### config.mk
export PLATFORM = sky130hd
export DESIGN_NAME = cpu_ppu_bridge_flat
export DESIGN_NICKNAME = d
export VERILOG_FILES = /design/src/rtl/cpu_ppu_bridge_if.sv /design/src/rtl/cpu_ppu_bridge.sv /design/src/flat_wrapper.sv
export SDC_FILE = /design/constraint.sdc
export NUM_CORES = 1
export LEC_CHECK = 0
export BUFFER_PORTS_ARGS = -buffer_cell sky130_fd_sc_hd__clkbuf_2
export CAP_MARGIN = 20
export CORE_ASPECT_RATIO = 1.4
export CORE_MARGIN = 2
export CORE_UTILIZATION = 34
export DETAILED_ROUTE_END_ITERATION = 7
export PLACE_DENSITY = 0.77
export SETUP_SLACK_MARGIN = 0.3
export SLEW_MARGIN = 15
export SYNTH_ARGS = -nofsm -noshare
export SYNTH_HDL_FRONTEND = slang
export SYNTH_SLANG_ARGS = --single-unit
### constraint.sdc
create_clock -name clk -period 1.2 [get_ports clk]
set_input_delay 0.24 -clock clk [delete_from_list [all_inputs] [get_ports clk]]
set_output_delay 0.24 -clock clk [all_outputs]
set_load 0.01 [all_outputs]
### src/rtl/cpu_ppu_bridge_if.sv
// cpu_ppu_bridge_if: signal bundle between the CPU core, PPU register block and work RAM
// Ports: none (parameter RAM_AW sets the work-RAM address width)
// master: bridge side (drives CPU read return, PPU register access, RAM port)
// slave : environment side (CPU core, PPU, work RAM)
interface cpu_ppu_bridge_if #(parameter int RAM_AW = 11);
    logic              cpu_clk_en;
    logic [15:0]       cpu_addr;
    logic              cpu_rd;
    logic              cpu_wr;
    logic [7:0]        cpu_wdata;
    logic [7:0]        cpu_rdata;
    logic              cpu_rvalid;
    logic              cpu_ready;
    logic [3:0]        reg_sel;
    logic              reg_en;
    logic              reg_rw;
    logic [7:0]        reg_data_in;
    logic [7:0]        reg_data_out;
    logic              cpu_sus;
    logic [15:0]       dma_addr;
    logic              dma_re;
    logic [7:0]        dma_rd_data;
    logic [RAM_AW-1:0] ram_addr;
    logic              ram_we;
    logic [7:0]        ram_wr_data;
    logic [7:0]        ram_rd_data;
    modport master (
        input  cpu_clk_en, cpu_addr, cpu_rd, cpu_wr, cpu_wdata, reg_data_out,
               cpu_sus, dma_addr, dma_re, ram_rd_data,
        output cpu_rdata, cpu_rvalid, cpu_ready, reg_sel, reg_en, reg_rw,
               reg_data_in, dma_rd_data, ram_addr, ram_we, ram_wr_data
    );
    modport slave (
        output cpu_clk_en, cpu_addr, cpu_rd, cpu_wr, cpu_wdata, reg_data_out,
               cpu_sus, dma_addr, dma_re, ram_rd_data,
        input  cpu_rdata, cpu_rvalid, cpu_ready, reg_sel, reg_en, reg_rw,
               reg_data_in, dma_rd_data, ram_addr, ram_we, ram_wr_data
    );
endinterface

### src/rtl/cpu_ppu_bridge.sv
// cpu_ppu_bridge: decodes 6502 bus accesses into PPU register / work-RAM accesses and returns read data
// Ports:
//   clk   - system clock
//   rst_n - synchronous reset, active low
//   bus   - cpu_ppu_bridge_if.master: CPU bus, PPU register port, OAMDMA read port, work-RAM port
// reg_sel encoding: 0..7 = PPUCTRL..PPUDATA (cpu_addr[2:0]), 8 = OAMDMA
module cpu_ppu_bridge #(
    parameter int RAM_AW = 11
) (
    input  logic            clk,
    input  logic            rst_n,
    cpu_ppu_bridge_if.master bus
);
    typedef enum logic [1:0] {SRC_NONE, SRC_RAM, SRC_PPU, SRC_OPEN} src_t;
    localparam logic [3:0] SEL_OAMDMA = 4'd8;
    src_t       r_pend;
    src_t       w_pend_nxt;
    logic [7:0] r_open;
    logic [7:0] w_rdata;
    logic       w_rvalid;
    logic       w_valid;
    logic       w_en;
    logic       w_ram;
    logic       w_oamdma;
    logic       w_ppu;
    always_comb begin
        w_valid    = (bus.cpu_rd ^ bus.cpu_wr) && !bus.cpu_sus;
        w_en       = w_valid && bus.cpu_clk_en;
        w_ram      = bus.cpu_addr[15:13] == 3'b000;
        w_oamdma   = bus.cpu_addr == 16'h4014;
        w_ppu      = bus.cpu_addr[15:13] == 3'b001 || w_oamdma;
        w_pend_nxt = !(w_valid && bus.cpu_rd) ? SRC_NONE :
                     w_ram ? SRC_RAM : w_ppu ? SRC_PPU : SRC_OPEN;
        // RAM data is the synchronous result of last cycle's address, so it lines up with r_pend
        w_rvalid   = r_pend != SRC_NONE;
        w_rdata    = r_pend == SRC_RAM ? bus.ram_rd_data :
                     r_pend == SRC_PPU ? bus.reg_data_out :
                     r_pend == SRC_OPEN ? r_open : 8'h00;
    end
    assign bus.cpu_ready   = !bus.cpu_sus;
    assign bus.cpu_rdata   = w_rdata;
    assign bus.cpu_rvalid  = w_rvalid;
    assign bus.reg_sel     = w_oamdma ? SEL_OAMDMA : {1'b0, bus.cpu_addr[2:0]};
    assign bus.reg_en      = w_en && w_ppu;
    assign bus.reg_rw      = bus.cpu_wr;
    assign bus.reg_data_in = (w_en && w_ppu) ? bus.cpu_wdata : 8'h00;
    // OAMDMA owns the RAM read port for as long as the CPU is suspended
    assign bus.ram_addr    = bus.cpu_sus ? bus.dma_addr[RAM_AW-1:0] : bus.cpu_addr[RAM_AW-1:0];
    assign bus.ram_we      = w_en && w_ram && bus.cpu_wr;
    assign bus.ram_wr_data = bus.cpu_wdata;
    assign bus.dma_rd_data = bus.ram_rd_data;
    always_ff @(posedge clk) begin
        if (!rst_n) begin
            r_pend <= SRC_NONE;
            r_open <= 8'h00;
        end else if (bus.cpu_clk_en) begin
            r_pend <= w_pend_nxt;
            // a CPU write drives the bus this cycle, so it takes precedence over a returning read
            if (w_valid && bus.cpu_wr)
                r_open <= bus.cpu_wdata;
            else if (w_rvalid)
                r_open <= w_rdata;
        end
    end
endmodule
### src/flat_wrapper.sv
// flat-port wrapper written by rule: the top's interface ports become plain ports
module cpu_ppu_bridge_flat 
#(
    parameter int RAM_AW = 11
)
  (clk, rst_n, bus_cpu_clk_en, bus_cpu_addr, bus_cpu_rd, bus_cpu_wr, bus_cpu_wdata, bus_reg_data_out, bus_cpu_sus, bus_dma_addr, bus_dma_re, bus_ram_rd_data, bus_cpu_rdata, bus_cpu_rvalid, bus_cpu_ready, bus_reg_sel, bus_reg_en, bus_reg_rw, bus_reg_data_in, bus_dma_rd_data, bus_ram_addr, bus_ram_we, bus_ram_wr_data);
  cpu_ppu_bridge_if #(.RAM_AW(RAM_AW)) bus_i ();
  input  logic clk;
  input  logic rst_n;
  input wire logic [$bits(bus_i.cpu_clk_en)-1:0] bus_cpu_clk_en;
  input wire logic [$bits(bus_i.cpu_addr)-1:0] bus_cpu_addr;
  input wire logic [$bits(bus_i.cpu_rd)-1:0] bus_cpu_rd;
  input wire logic [$bits(bus_i.cpu_wr)-1:0] bus_cpu_wr;
  input wire logic [$bits(bus_i.cpu_wdata)-1:0] bus_cpu_wdata;
  input wire logic [$bits(bus_i.reg_data_out)-1:0] bus_reg_data_out;
  input wire logic [$bits(bus_i.cpu_sus)-1:0] bus_cpu_sus;
  input wire logic [$bits(bus_i.dma_addr)-1:0] bus_dma_addr;
  input wire logic [$bits(bus_i.dma_re)-1:0] bus_dma_re;
  input wire logic [$bits(bus_i.ram_rd_data)-1:0] bus_ram_rd_data;
  output wire logic [$bits(bus_i.cpu_rdata)-1:0] bus_cpu_rdata;
  output wire logic [$bits(bus_i.cpu_rvalid)-1:0] bus_cpu_rvalid;
  output wire logic [$bits(bus_i.cpu_ready)-1:0] bus_cpu_ready;
  output wire logic [$bits(bus_i.reg_sel)-1:0] bus_reg_sel;
  output wire logic [$bits(bus_i.reg_en)-1:0] bus_reg_en;
  output wire logic [$bits(bus_i.reg_rw)-1:0] bus_reg_rw;
  output wire logic [$bits(bus_i.reg_data_in)-1:0] bus_reg_data_in;
  output wire logic [$bits(bus_i.dma_rd_data)-1:0] bus_dma_rd_data;
  output wire logic [$bits(bus_i.ram_addr)-1:0] bus_ram_addr;
  output wire logic [$bits(bus_i.ram_we)-1:0] bus_ram_we;
  output wire logic [$bits(bus_i.ram_wr_data)-1:0] bus_ram_wr_data;
  assign bus_i.cpu_clk_en = bus_cpu_clk_en;
  assign bus_i.cpu_addr = bus_cpu_addr;
  assign bus_i.cpu_rd = bus_cpu_rd;
  assign bus_i.cpu_wr = bus_cpu_wr;
  assign bus_i.cpu_wdata = bus_cpu_wdata;
  assign bus_i.reg_data_out = bus_reg_data_out;
  assign bus_i.cpu_sus = bus_cpu_sus;
  assign bus_i.dma_addr = bus_dma_addr;
  assign bus_i.dma_re = bus_dma_re;
  assign bus_i.ram_rd_data = bus_ram_rd_data;
  assign bus_cpu_rdata = bus_i.cpu_rdata;
  assign bus_cpu_rvalid = bus_i.cpu_rvalid;
  assign bus_cpu_ready = bus_i.cpu_ready;
  assign bus_reg_sel = bus_i.reg_sel;
  assign bus_reg_en = bus_i.reg_en;
  assign bus_reg_rw = bus_i.reg_rw;
  assign bus_reg_data_in = bus_i.reg_data_in;
  assign bus_dma_rd_data = bus_i.dma_rd_data;
  assign bus_ram_addr = bus_i.ram_addr;
  assign bus_ram_we = bus_i.ram_we;
  assign bus_ram_wr_data = bus_i.ram_wr_data;
  cpu_ppu_bridge #(.RAM_AW(RAM_AW)) u_core (.clk(clk), .rst_n(rst_n), .bus(bus_i));
endmodule
==> metrics.md, run 1 <==
| Metric | Value |
|---|---|
| P&R area growth vs syn | 92.1% |
| Detailed Place HPWL | 3230 um |
| Post-synthesis area per instance | 9.11 um^2 |
| Leak | 1.26 nW |
| FF+latch count, synth | 10 |
| MaxCap Viol Count | 0 |
| Worst path buffer plus inverter count | 3 |
| Yosys warnings | 0 |
| Via-to-Cell Ratio | 5.10 |
| Num ports | 115 |
| Die footprint | 0.00432 mm^2 |
| Min cycle time layout | 1660 ps |
| Tightest slew margin relative to the limit | 84.0% |
| Std-Cell Rows | 26 |
| Starting DRT DRC Count | 26 |
| Critical path depth | 6 |
| Worst Tran Pin Value | 240 ps |
| Largest net degree at the start of global routing | 15 |
| # DRC | 0 |
| Required @ worst endpoint | 960 ps |
| Worst hold path type | in -> reg |
| Root Buffer | clkbuf_8 |
| Clock buffer count from CTS | 3 |
| Post-synth EDFFs | 0 |
| Mapped Cells | 142 |
| Internal cell power | 0.000999 W |
| IO buf count | 108 |
| Global route overflow | 0 |
| Core footprint | 0.00364 mm^2 |
| Tot Pwr | 0.00144 W |
| Crit start category | input port |
| Setup ws final | -459 ps |
| CTS Hold Buffers Added | 0 |
| Synthesized Nets | 205 |
| Placed Area | 0.00203 mm^2 |
| Largest delay share family, worst path | buffers and inverters |
| Sequential share of power | 23.9% |
| Vias in the first global route | 1,548 |
| CP Cell Sequence | clkbuf_8 -> nor4_4 -> nand4_1 -> buf_6 -> a211oi_4 -> buf_2 |
| Max frequency | 603 MHz |
| Clk buf depth | 2 |
| Drt wl/cell | 15.8 um |
| Drt pass-1 iters | 4 |
| Cell area after synthesis | 0.00129 mm^2 |
| RSZ-0062 raised after global routing | true |
| Global-route wire length before repair | 6820 um |
| Clock Skew | 4.67 ps |
| Crit path max fanout | 6 |
| Switching power share of the total | 30.5% |
| Distinct cells, synth | 35 |
| H-tree levels | 1 |
| Number of diodes | 0 |
| Layout cells sized above 1 | 83.3% |
| Clock Latency Late Sink | 250 ps |
| Synth top area cells | mux2_2 17%, dfxtp_1 15%, buf_4 10% |
| Initial antenna violation count | 0 |
| GRT Util Overall | 19.3% |
| Worst vdd ir | 0.470 mV |
| Die H | 77.0 um |
| Final setup TNS | -9040 ps |
| Critical-path top delay cell | nor4_4 |
| Count leader, synth | mux2_2 |
| Sequential share of the synthesized area | 15.5% |
| Post-synth ARST share | 0% |
| Final hold vios | 0 |
| Comb pwr share | 45.5% |
| Final setup viols | 29 |
| CTS tree | yes |
| Top cell type's share of synthesized area | 16.5% |
| Ys flop type | dfxtp_1 |
| R2R cell count | 6 |
| DIE WIDTH | 56.1 um |
| Routed WL | 4850 um |
| Clock tree sinks | 10 |
| Final period utilization | 138% |
| Hold path cells | 3 |
| Design area | 0.00248 mm^2 |
| Worst Hold Slack | 289 ps |
| Crit end category | output port |
| Antenna Nets Post-Route | 0 |
| P per Cell Area | 578 mW/mm^2 |
| Failing checks | setup timing |
| Synth top cells by count | 19 x mux2_2, 18 x buf_4, 14 x inv_1 |
| Leading area contributor after synthesis | mux2_2 |
| Worst Path Arrival | 1420 ps |
| Clk pwr share | 30.6% |
| Run status | finished, violations left |
| Setup Crit Path Kind | in -> out |
| Layout Nets | 328 |
| Final Max Tran Viols | 0 |
| GPL Wtd Cong | 0.788 |
| Net Switching | 0.000439 W |
| Starting Density | 35.5% |
| Max incr delay on CP | 250 ps |
| Reg clk slew, reported paths | 50 ps |
| Via count | 1,562 |
## logic make-up after synthesis
kind of cell    count (synthesis)  share of synthesized area, %
buf+inv                        44                          20.8
simple gates                   40                          21.8
compound gates                 28                          24.8
flops                          10                          15.5
mux                            19                          16.5
xor+xnor                        1                         0.677
## registers in the layout (all words and copies together) (netlist names)
register	count
u_core.r_open	8
u_core.r_pend	2
## through the flow
step                      cells  setup slack, ps  util (%)
final                       306             -459      68.2
after global routing        306             -562      68.2
after CTS                   303             -459      63.7
after detailed placement    288             -405      55.6
after global placement      288             -390      55.6
after floorplan             142            -93.8         -
## final cells by class
class	count	area, um^2
fillers	287	1160
repair buffers	148	1110
clock buffers	4	55.1
flip-flops and latches	10	205
inverters	14	55.1
multi-input cells	88	1010
well taps	42	52.6
## tightest hold or removal path, stage by stage
cell	delay (ps)
clkbuf_2	100
nand4_1	90
o221ai_2	70
## power groups by stage
| stage | clock, W | combinational (W) | sequential, W |
|---|---|---|---|
| after global placement | 0 | 0.000501 | 0.000351 |
| final | 0.000440 | 0.000654 | 0.000343 |
| after global routing | 0.000460 | 0.000693 | 0.000344 |
| after detailed placement | 0 | 0.000509 | 0.000352 |
| after floorplan | 0 | 0.000300 | 0.000350 |
| after CTS | 0.000449 | 0.000584 | 0.000345 |
## layout by cell type (no fill, tap or decap), drive strengths merged
cell type and n:
clkbuf 86, buf 66, mux2 19, inv 14, dfxtp 10, nand4 9
nand2 9, a22oi 8, o221ai 8, a21oi 6, a211oi 4, nand3 4
nor2b 3, nor4 2, and4bb 1, nor4b 1, and2b 1, and2 1
or3b 1, xor2 1, or2 1, nor3b 1, nor3 1, and3 1
nand4b 1, o21a 1, nor4bb 1, and3b 1, a41o 1, or3 1
## what timing repair did
| item | CTS | global route |
|---|---|---|
| gates resized for setup | 27 | 58 |
| setup endpoints to repair | 43 | 43 |
| buffers inserted | 9 | 2 |
| pin swaps | 11 | 8 |
| gates cloned | 2 | 1 |
## metal layers
metal	vias up	part of all wire, %	global-route usage [%]
met5	-	0	0
met4	0	4.1	7.86
met3	14	6.3	2.19
met2	76	57	39.4
met1	727	33	18.8
li1	745	-	-
## worst paths after layout
check | end | start | slack, ps
worst max-delay path | bus_reg_data_in[1] | bus_cpu_addr[13] | -460
worst min-delay path | u_core.r_open[1] | bus_cpu_wdata[1] | 290
worst max register to register | u_core.r_open[6] | u_core.r_pend[0] | -210
worst min register to register | u_core.r_open[4] | u_core.r_open[4] | 510
Power figures use the tool's default switching activity.
==> run 2: changes to the inputs <==
--- a/config.mk
+++ b/config.mk
@@ -9,9 +9,9 @@
 export CAP_MARGIN = 20
 export CORE_ASPECT_RATIO = 1.4
 export CORE_MARGIN = 2
-export CORE_UTILIZATION = 34
+export CORE_UTILIZATION = 38
 export DETAILED_ROUTE_END_ITERATION = 7
-export PLACE_DENSITY = 0.77
+export PLACE_DENSITY = 0.81
 export SETUP_SLACK_MARGIN = 0.3
 export SLEW_MARGIN = 15
 export SYNTH_ARGS = -nofsm -noshare
==> constraint.sdc (replaced) <==
create_clock -name clk -period 1.8 [get_ports clk]
set_input_delay 0.36 -clock clk [delete_from_list [all_inputs] [get_ports clk]]
set_output_delay 0.36 -clock clk [all_outputs]
set_load 0.01 [all_outputs]
==> run 2 against run 1 <==
- the run still ends with setup timing left
- cell count is 2.0% lower
- clock power is 33% lower
- clock skew hardly changed
- critical path type unchanged
==> metrics.md, run 2 (synthesis gave the netlist of run 1 again) <==
| Metric | Value |
|---|---|
| Clock tree sinks | 10 |
| Layout cells sized above 1 | 76.5% |
| Via count | 1,572 |
| Clk pwr share | 33.8% |
| Min cycle time layout | 1850 ps |
| Number of diodes | 0 |
| Final Max Tran Viols | 0 |
| Comb pwr share | 40.0% |
| Global route overflow | 0 |
| Required @ worst endpoint | 1440 ps |
| Root Buffer | clkbuf_8 |
| Num ports | 115 |
| Drt wl/cell | 15.3 um |
| Worst Path Arrival | 1490 ps |
| Largest net degree at the start of global routing | 21 |
| Final hold vios | 0 |
| Busiest grt layer | met2 |
| Clk buf depth | 2 |
| H-tree levels | 1 |
| Fillers | 286 |
| Crit end category | output port |
| Reg clk slew, reported paths | 50 ps |
| Max reg flops | 8 |
| MaxCap Viol Count | 0 |
| Worst hold path type | in -> reg |
| Net Switching | 0.000274 W |
| Grt met1 use | 21.8% |
| GRT Util Overall | 22.4% |
| Drt pass-1 iters | 4 |
| Internal cell power | 0.000604 W |
| M3 GR Usage | 2.66% |
| Final period utilization | 103% |
| Clock buffer count from CTS | 3 |
| Crit start category | input port |
| Leak | 1.15 nW |
| Tightest slew margin relative to the limit | 65.6% |
| Initial antenna violation count | 0 |
| Run status | finished, violations left |
| Setup ws final | -50.0 ps |
| Biggest regs | u_core.r_open x8, u_core.r_pend x2 |
| Vias in the first global route | 1,503 |
| Top reg by flops | u_core.r_open |
| Die H | 73.0 um |
| Sequential share of power | 26.2% |
| CTS tree | yes |
| Crit path max fanout | 6 |
| Starting DRT DRC Count | 32 |
| Starting Density | 39.0% |
| Worst Hold Slack | 427 ps |
| Commonest non-fill, non-tap cell in the layout | clkbuf_2 |
| Worst vdd ir | 0.340 mV |
| # DRC | 0 |
| Commonest non-fill, non-tap cells in the layout | 89 x clkbuf_2, 22 x buf_4, 15 x buf_6, 14 x inv_1, 14 x buf_2 |
| Layout Nets | 324 |
| Die footprint | 0.00389 mm^2 |
| Final setup viols | 6 |
| IO buf count | 108 |
| DP Worst Slack | -32.1 ps |
| Met2 Usage GRT | 44.7% |
| Detailed Place HPWL | 3360 um |
| Worst Tran Pin Value | 510 ps |
| Via-to-Cell Ratio | 5.24 |
| Routed WL | 4590 um |
| Core footprint | 0.00332 mm^2 |
| Failing checks | setup timing |
| Tot Pwr | 0.000878 W |
| Max frequency | 541 MHz |
| P&R area growth vs syn | 69.8% |
| DIE WIDTH | 53.3 um |
| Switching power share of the total | 31.2% |
| Global-route wire length before repair | 6450 um |
| Clock Skew | 4.70 ps |
| RSZ-0062 raised after global routing | true |
| Std-Cell Rows | 25 |
| CTS Hold Buffers Added | 0 |
| P per Cell Area | 400 mW/mm^2 |
| Final Util | 66.3% |
| Antenna Nets Post-Route | 0 |
| Clock Latency Late Sink | 250 ps |
| GPL Wtd Cong | 0.786 |
| Setup Crit Path Kind | in -> out |
## run 2: path summary, 6_finish.rpt
check,slack [ps],startpoint,depth (start not counted),endpoint
max,-50,bus_cpu_addr[0],6,bus_reg_data_in[2]
min,430,bus_cpu_wdata[6],3,u_core.r_open[6]
max reg2reg,220,u_core.r_pend[0],7,u_core.r_open[2]
min reg2reg,520,u_core.r_open[4],2,u_core.r_open[4]
## run 2: final cells by class
class / count / area [um^2] / area share, %
well taps: 40 / 50.0 / 2.28
flip-flops and latches: 10 / 204 / 9.28
inverters: 14 / 52.6 / 2.39
repair buffers: 144 / 908 / 41.3
clock buffers: 4 / 55.1 / 2.51
multi-input cells: 88 / 927 / 42.2
## run 2: repair_timing
item | CTS | global route
endpoints found under the setup margin | 22 | 29
hold endpoints to repair | 0 | 0
gates cloned | 1 | 1
buffers inserted | 11 | 6
pin swaps | 10 | 11
resized for setup | 23 | 33
## run 2: power by group through the flow
stage / clock network [W] / registers [W] / logic (W)
after floorplan: 0 / 0.000233 / 0.000173
after global placement: 0 / 0.000234 / 0.000295
after detailed placement: 0 / 0.000235 / 0.000301
after CTS: 0.000289 / 0.000230 / 0.000331
after global routing: 0.000311 / 0.000230 / 0.000375
final: 0.000297 / 0.000230 / 0.000351
## run 2: layer usage
layer	routed length [um]	share of wire, %
met5	0	0
met2	2670	58
met3	359	7.8
met4	87	1.9
met1	1480	32
## run 2: stage by stage
stage	instance area (um^2)	std cells	setup TNS, ps
global route	2200	300	-868
CTS	2070	293	0
floorplan	1320	142	0
detailed placement	1830	277	-91.6
finish	2200	300	-184
global placement	1830	277	-38.6
## run 2: worst max-delay path, cell delays in order
cell and delay [ps]:
buf_6 100, nor4b_4 270, nand4_1 190, buf_6 200, a211oi_4 200, buf_2 160
==> run 3: changes to the inputs <==
==> constraint.sdc (replaced) <==
create_clock -name clk -period 2.1 [get_ports clk]
set_input_delay 0.42 -clock clk [delete_from_list [all_inputs] [get_ports clk]]
set_output_delay 0.42 -clock clk [all_outputs]
set_load 0.01 [all_outputs]
==> run 3 against run 2 <==
- the flow now finishes without violations
- routed wire length down 9.6%
- via count down 5.8%
- clock power fell by 20%
- final area down 11%
- die area did not move
- largest cell class unchanged
- cell count decreased by 4.0%
==> metrics.md, run 3 (synthesis gave the netlist of run 1 again) <==
| Metric | Value |
|---|---|
| Final setup viols | 0 |
| P&R area growth vs syn | 51.8% |
| Die H | 73.0 um |
| CP Cell Sequence | clkbuf_2 -> nor4b_2 -> nand4_1 -> buf_6 -> a211oi_2 -> buf_2 |
| Antenna Nets Post-Route | 0 |
| Critical-path top delay cell | nor4b_2 |
| DIE WIDTH | 53.3 um |
| FF-to-FF End | u_core.r_open[2] |
| Top reg by flops | u_core.r_open |
| Final setup TNS | 0 ps |
| Global-route wire length before repair | 6180 um |
| Final Util | 59.2% |
| # DRC | 0 |
| Commonest non-fill, non-tap cell in the layout | clkbuf_2 |
| Hold path cells | 3 |
| Commonest non-fill, non-tap cells in the layout | 99 x clkbuf_2, 21 x buf_4, 15 x mux2_2, 14 x inv_1 |
| Worst vdd ir | 0.239 mV |
| Placed Area | 0.00172 mm^2 |
| Worst Path Arrival | 1450 ps |
| Via-to-Cell Ratio | 5.14 |
| Biggest regs | u_core.r_open x8, u_core.r_pend x2 |
| Fillers | 303 |
| Drt wl/cell | 14.4 um |
| Clock Skew | 4.83 ps |
| Number of diodes | 0 |
| Global route overflow | 0 |
| Vias in the first global route | 1,401 |
| Setup Crit Path Kind | in -> out |
| Initial antenna violation count | 0 |
| R2r setup slk | 350 ps |
| CTS Hold Buffers Added | 0 |
| Worst r2r src | u_core.r_pend[0] |
| Max incr delay on CP | 260 ps |
| Run status | finished, final reports clean |
| Core footprint | 0.00332 mm^2 |
| Crit start category | input port |
| Final Max Tran Viols | 0 |
| Min cycle time layout | 1870 ps |
| Setup ws final | 233 ps |
| Clock Latency Late Sink | 230 ps |
| R2R cell count | 9 |
| MaxCap Viol Count | 0 |
| Drt pass-1 iters | 4 |
| P per Cell Area | 356 mW/mm^2 |
| Clock buffer count from CTS | 3 |
| HP Start | bus_cpu_wdata[6] |
| Clk buf depth | 2 |
| Detailed Place HPWL | 3220 um |
| Hold Path End | u_core.r_open[6] |
| Leak | 1.04 nW |
| GPL Wtd Cong | 0.739 |
| Largest net degree at the start of global routing | 21 |
| GRT Util Overall | 21.3% |
| Worst hold path type | in -> reg |
| RSZ-0062 raised after global routing | true |
| Worst Hold Slack | 500 ps |
| Reg clk slew, reported paths | 50 ps |
| H-tree levels | 1 |
| DP Worst Slack | 137 ps |
| Crit end category | output port |
| Max reg flops | 8 |
| Clock tree sinks | 10 |
| Routed WL | 4150 um |
| Final period utilization | 88.9% |
| Tightest slew margin relative to the limit | 73.6% |
| Via count | 1,481 |
| Layout cells sized above 1 | 75.4% |
| Starting DRT DRC Count | 13 |
| Num ports | 115 |
| Layout Nets | 312 |
| Crit path max fanout | 12 |
| Max frequency | 536 MHz |
| Starting Density | 39.0% |
| Design area | 0.00196 mm^2 |
| Std-Cell Rows | 25 |
| Final hold vios | 0 |
| Die footprint | 0.00389 mm^2 |
| IO buf count | 108 |
| Required @ worst endpoint | 1680 ps |
| Worst Tran Pin Value | 396 ps |
| CTS tree | yes |
| Root Buffer | clkbuf_8 |
-- run 3: cell types whose count changed in the layout (fill, tap and decap cells not counted), sizes merged --
cell	change
buf	-21
clkbuf	+9
-- run 3: metrics by stage --
step / total power [W] / instances
after floorplan: 0.000343 / 142
after global placement: 0.000440 / 267
after detailed placement: 0.000446 / 267
after CTS: 0.000699 / 284
after global routing: 0.000741 / 288
final: 0.000699 / 288
-- run 3: area by class of cell --
cell class / instances / area, um^2 / share of cell area (%)
multi-input combinational: 88 / 865 / 44.0
timing repair buffer: 132 / 738 / 37.6
sequential: 10 / 204 / 10.4
clock buffer: 4 / 55.1 / 2.80
inverter: 14 / 52.6 / 2.68
tap: 40 / 50.0 / 2.55
-- run 3: routing by layer --
layer  track usage [%]  wire length [um]
met2              40.5              2360
met5                 0                 0
met3              2.46               285
met4              7.98                35
met1              22.8              1470
-- run 3: how the worst max path moves through the flow --
stage / from / to / slack (ps) / cells past startpoint
after floorplan: bus_cpu_addr[8] / bus_reg_data_in[1] / 430 / 4
after global placement: bus_cpu_addr[14] / bus_reg_data_in[1] / 160 / 4
after detailed placement: bus_cpu_addr[14] / bus_reg_data_in[2] / 140 / 4
after CTS: bus_cpu_addr[13] / bus_reg_data_in[2] / 190 / 6
after global routing: bus_cpu_addr[15] / bus_reg_data_in[6] / 140 / 6
final: bus_cpu_addr[0] / bus_reg_data_in[2] / 230 / 6
-- run 3: timing repair --
action,in CTS,in global routing
pin swaps,6,8
buffers inserted,13,4
resized for setup,12,15
setup endpoints to repair,18,18
-- run 3: where the power goes --
part           internal, W  leakage [nW]  switching (W)
combinational     0.000132         0.930       0.000133
sequential        0.000194        0.0817     0.00000304
clock             0.000165        0.0288      0.0000729
total             0.000491          1.04       0.000209
-- run 3: worst max-delay path: cells and delay by family --
family,cells,cell delay [ps]
AO/OA/AOI/OAI,1,180
buffers and inverters,3,450
AND/OR/NAND/NOR,2,390
